<file path="config.mk">
export PLATFORM = sky130hd
export DESIGN_NAME = cmd_sched
export DESIGN_NICKNAME = d
export VERILOG_FILES = /design/src/rtl/cmd_sched.sv
export SDC_FILE = /design/constraint.sdc
export NUM_CORES = 1
export LEC_CHECK = 0
export CORE_UTILIZATION = 55
export DETAILED_ROUTE_END_ITERATION = 16
export PLACE_DENSITY = 0.83
export SLEW_MARGIN = 20
export SYNTH_ARGS = -nofsm -noshare
export SYNTH_HDL_FRONTEND = slang
export SYNTH_SLANG_ARGS = --single-unit
</file>
<file path="constraint.sdc">
create_clock -name clk -period 3.9 [get_ports clk]
set_input_delay 0.975 -clock clk [delete_from_list [all_inputs] [get_ports clk]]
set_output_delay 0.975 -clock clk [all_outputs]
set_load 0.005 [all_outputs]
</file>
<file path="src/rtl/cmd_sched.sv">
// cmd_sched: decodes direction bytes from two UART ports, arbitrates them into a
// command FIFO and presents one command at a time to the game controller.
module cmd_sched #(
  parameter int FIFO_DEPTH = 4,
  parameter bit PACE_EN    = 1'b1
) (
  input  logic       clk,
  input  logic       rst,
  input  logic [7:0] a_data,
  input  logic       a_valid,
  input  logic [7:0] b_data,
  input  logic       b_valid,
  input  logic       vs_in,
  output logic [2:0] cmd_code,
  output logic       cmd_src,
  output logic       cmd_valid,
  input  logic       cmd_ready,
  output logic [4:0] fifo_level,
  output logic [7:0] drop_cnt
);
  localparam int AW = $clog2(FIFO_DEPTH);

  typedef enum logic {IDLE, PRESENT} state_t;

  function automatic logic [2:0] decode(input logic [7:0] b);
    if (b >= 8'h31 && b <= 8'h35) return b[2:0];
    return 3'd0;
  endfunction

  function automatic logic [7:0] sat_add(input logic [7:0] v, input logic [1:0] inc);
    logic [8:0] s;
    s = {1'b0, v} + {7'b0, inc};
    return s[8] ? 8'hFF : s[7:0];
  endfunction

  logic [2:0]    dec_a, dec_b;
  logic          ok_a, ok_b;
  logic [2:0]    code_a_p0, code_b_p0;
  logic          vld_a_p0, vld_b_p0;
  logic          rr_b;
  logic          can_push, gnt_a, gnt_b, push, pop;
  logic          drop_a, drop_b;
  logic [3:0]    push_word;
  logic [3:0]    mem_p1 [FIFO_DEPTH];
  logic [AW-1:0] wr_ptr, rd_ptr;
  logic          vs_q, tok_q, tok;
  state_t        state, state_n;

  // Stage p0: decode and per-port pending entry
  assign dec_a = decode(a_data);
  assign dec_b = decode(b_data);
  assign ok_a  = (dec_a != 3'd0);
  assign ok_b  = (dec_b != 3'd0);

  // A strobe onto a pending entry that is not leaving this cycle loses the old code
  assign drop_a = a_valid && (!ok_a || (vld_a_p0 && !gnt_a));
  assign drop_b = b_valid && (!ok_b || (vld_b_p0 && !gnt_b));

  // Stage p1: round-robin arbiter (rr_b=1 favours port B) into the FIFO
  assign can_push  = (fifo_level < 5'(FIFO_DEPTH));
  assign gnt_a     = can_push && vld_a_p0 && (!vld_b_p0 || !rr_b);
  assign gnt_b     = can_push && vld_b_p0 && (!vld_a_p0 || rr_b);
  assign push      = gnt_a || gnt_b;
  assign push_word = gnt_b ? {1'b1, code_b_p0} : {1'b0, code_a_p0};

  assign tok = PACE_EN ? tok_q : 1'b1;

  // Stage p2: output presentation FSM
  always_comb begin
    state_n = state;
    pop     = 1'b0;
    case (state)
      IDLE: begin
        if (tok && fifo_level != 5'd0) begin
          pop     = 1'b1;
          state_n = PRESENT;
        end
      end
      PRESENT: begin
        if (cmd_ready) state_n = IDLE;
      end
    endcase
  end

  assign cmd_valid = (state == PRESENT);

  always_ff @(posedge clk) begin
    if (rst) begin
      vld_a_p0   <= 1'b0;
      vld_b_p0   <= 1'b0;
      rr_b       <= 1'b0;
      wr_ptr     <= '0;
      rd_ptr     <= '0;
      fifo_level <= 5'd0;
      drop_cnt   <= 8'd0;
      vs_q       <= 1'b1;
      tok_q      <= 1'b0;
      state      <= IDLE;
      cmd_code   <= 3'd0;
      cmd_src    <= 1'b0;
    end else begin
      if (a_valid && ok_a) vld_a_p0 <= 1'b1;
      else if (gnt_a)      vld_a_p0 <= 1'b0;
      if (b_valid && ok_b) vld_b_p0 <= 1'b1;
      else if (gnt_b)      vld_b_p0 <= 1'b0;
      if (vld_a_p0 && vld_b_p0 && can_push) rr_b <= gnt_a;
      if (push) wr_ptr <= wr_ptr + 1'b1;
      if (pop)  rd_ptr <= rd_ptr + 1'b1;
      case ({push, pop})
        2'b10:   fifo_level <= fifo_level + 5'd1;
        2'b01:   fifo_level <= fifo_level - 5'd1;
        default: fifo_level <= fifo_level;
      endcase
      drop_cnt <= sat_add(drop_cnt, 2'(drop_a) + 2'(drop_b));
      vs_q     <= vs_in;
      // A new frame edge wins over the token being consumed, so it is never lost
      tok_q    <= (vs_in && !vs_q) || (tok_q && !pop);
      state    <= state_n;
      if (pop) begin
        cmd_code <= mem_p1[rd_ptr][2:0];
        cmd_src  <= mem_p1[rd_ptr][3];
      end
    end
  end

  always_ff @(posedge clk) begin
    if (a_valid && ok_a) code_a_p0 <= dec_a;
    if (b_valid && ok_b) code_b_p0 <= dec_b;
    if (push) mem_p1[wr_ptr] <= push_word;
  end

endmodule

</file>
==> summary.md <==
| Metric | Value |
|---|---|
| Status | completed |
| Share of total power in the clock network | between 30% and 40% |
| Root Driver | clkbuf_8 |
| FFs w/ async S/R, synth | 0% |
| Leakage power | around 0.97 nW |
| Postcts setup bufs | 0 |
| Register bit total from synthesis | 49 |
| Vias | 1506 |
| WL per Instance | 11.7 um |
| PwrDens | roughly 320 nW/um2 |
| Largest net degree at the start of global routing | 19 |
| # nets final | 270 |
| Total clock buffers created by CTS | 5 |
| Sink Count | 49 |
| Post-Syn Area | approximately 2300 um2 |
| Initial DRC count | 68 |
| Final Critical Period | 3.11 ns |
| Post-synth top flop | dfxtp_1 |
| Util after Layout | 70.5% |
| Post-DP HPWL | roughly 2600 um |
| Die Wd | between 60 and 70 um |
| Crit path from | a_data[6] |
| Post-Route Setup TNS | 0 ns |
| Setup crit end kind | register |
| CTS tree | built |
| Post-cts gate resize count | 0 |
| Post-synth EDFFs | 22 |
| Place WS | around 0.47 ns |
| Min-delay worst type | reg -> reg |
| WS Path Type | in -> reg |
| Fmax | 321 MHz |
| # DRC | 0 |
| Maximum vdd ir drop | 0.179 mV |
| Routed vias/inst | 5.23 |
| Gr ovfl total | 0 |
| Sequential power share | about 60% |
| First-pass GRT wire length | about 5700 um |
| Ant. Diodes | 0 |
| Worst Clk Skew | approximately 0.01 ns |
| DRT Pass-1 Iters | 6 |
| RePlAce Congestion | between 0.7 and 0.8 |
| P&R area growth vs syn | 23.0% |
| Logic gate share of total power | about 7.5% |
| Hold_sp | cmd_src |
| Hold path endpoint | cmd_src |
| Detailed Route WL | 3380 um |
| Synth unique cells | 42 |
| Final hold vios | 0 |
| Number of global-route vias before repair | ~1.4k |
| Clk slew on worst S/H paths | ~0.08 ns |
| Antenna-violating nets left | 0 |
| Die Y | roughly 67 um |
| Die area | around 4400 um2 |
| R2R depth | 9 |
| Rel. slew slack | approximately 58% |
| Gr usage total | approximately 18% |
| Port buffer count | 39 |
| Area of the core | around 4000 um2 |
| Worst-Skew Late Latency | ~0.30 ns |
| Reg2reg setup slack | roughly 1.1 ns |
| Buffer depth of the longest clock path | 2 |
| Row count | 23 |
| Final period util | around four fifths |
| Worst hold path cell count | 2 |
| R2r endpoint | fifo_level[4] |
| Switching fraction of total power | 21.2% |
| Worst EP required | ~4 ns |
| Fin worst setup slack | 0.788 ns |
| Post-Syn Instances | just under 200 |
| Syn_nets | between 200 and 250 |
| Final-report setup violation count | 0 |
| Int Pwr | 0.000703 W |
| Initial antenna violation count | 0 |
| Total chip power | 0.000892 W |
| Net Sw Power | around 0.00019 W |
| Mean Syn Cell Area | 11.8 um2 |
| RR Startpoint | fifo_level[0] |
| RSZ-0062 raised after global routing | false |
| I/O pin count | 40 |
| Share of cells above drive strength 1 | between 10% and 20% |
| # hold bufs at CTS | 0 |
| Maxcap violations | 0 |
| Ys Warns | 0 |
| Register area share after synthesis | around 52% |
| Arr. time, crit path | about 3.3 ns |
| Worst Path Max Fanout | 5 |
| Max-slew violation count | 0 |
| Starting Density | around 57% |
| Slew @ Worst Pin | between 0.6 and 0.7 ns |
| Htree depth | 2 |
| Worst setup SP type | primary input |
==> power by group through the flow <==
stage	combinational (W)	clock [W]	sequential, W
2_1_floorplan	0.0000266	0	0.000557
3_3_place_gp	0.0000662	0	0.000557
3_5_place_dp	0.0000673	0	0.000557
4_1_cts	0.0000676	0.000289	0.000546
5_1_grt	0.0000751	0.000311	0.000547
6_report	0.0000668	0.000280	0.000546
==> worst max-delay path by stage <==
stage                             end  slack, ns
after global placement    drop_cnt[0]       0.53
after CTS                 drop_cnt[0]       0.80
after detailed placement  drop_cnt[6]       0.47
after global routing      drop_cnt[2]       0.53
after floorplan           drop_cnt[6]       1.05
final                     drop_cnt[0]       0.79
==> critical path, cell delays in order <==
cell             delay [ns]
clkdlybuf4s50_1        0.39
nand3b_1               0.19
a2111oi_4              0.42
o31ai_1                0.12
o21ai_0                0.26
fa_1                   0.23
inv_1                  0.05
ha_1                   0.22
inv_1                  0.06
nor2_1                 0.06
nand4_1                0.20
a21oi_1                0.10
==> cell usage after synthesis (5+ instances only) <==
| cell | n | share of area, % |
|---|---|---|
| a21oi_1 | 11 | 2.4 |
| and2_1 | 10 | 2.7 |
| dfxtp_1 | 27 | 24 |
| edfxtp_1 | 22 | 29 |
| ha_1 | 9 | 4.9 |
| inv_1 | 14 | 2.3 |
| mux2i_1 | 6 | 2.6 |
| nand3_1 | 5 | 1.1 |
| nor2_1 | 22 | 3.6 |
| xnor2_1 | 5 | 1.9 |
==> per-stage QoR <==
| step | hold WS [ns] | area (um2) | cells |
|---|---|---|---|
| after detailed placement | 0.484 | 2740 | 280 |
| after floorplan | 0.458 | 2290 | 195 |
| after CTS | 0.506 | 2820 | 288 |
| after global routing | 0.524 | 2820 | 288 |
| after global placement | 0.473 | 2740 | 280 |
| final | 0.497 | 2820 | 288 |
==> layer usage <==
layer	wire, um	GRT usage (%)
met4	44	7.98
met3	108	5.65
met5	0	0
met1	1570	20.0
met2	1660	29.7
==> state kept, by name, indices dropped and copies added, names as in the netlist, 2 cells and up <==
register    count
drop_cnt        8
code_b_p0       3
rd_ptr          2
fifo_level      5
cmd_code        3
code_a_p0       3
wr_ptr          2
mem_p1         16
==> placed cells by master, fill, tap and decap left out, types with 3 or more instances in the layout <==
cell type	instances
mux2_2	4
mux4_2	4
and2_1	10
nor2_1	22
a211oi_1	3
nor3_1	3
inv_1	14
xor2_1	3
clkdlybuf4s50_1	39
dfxtp_1	27
clkbuf_8	5
xnor2_1	5
nor2b_1	4
nand2_1	4
edfxtp_1	22
a21oi_1	11
ha_1	9
nand3_1	5
mux2i_1	6
==> cell families (layout without fill, tap and decap cells) <==
kind of cell | Yosys count | after routing | share of synthesized area [%]
AOI/OAI and AO/OA | 33 | 33 | 12.0
and+or+nand+nor | 61 | 61 | 14.2
buffers and inverters | 19 | 62 | 3.16
adders and majority gates | 11 | 11 | 6.65
xor gates and xnor gates | 8 | 8 | 3.05
muxes | 14 | 14 | 8.51
DFF | 49 | 49 | 52.3
==> final cells by class <==
class | instances | area, um2
clock buffers | 5 | 68.8
clock inverters | 3 | 17.5
fillers | 297 | 1180
inverters | 14 | 52.6
multi-input cells | 127 | 1020
flip-flops and latches | 49 | 1200
well taps | 50 | 62.6
repair buffers | 40 | 398
No activity file was read; power rests on OpenSTA's default activity.
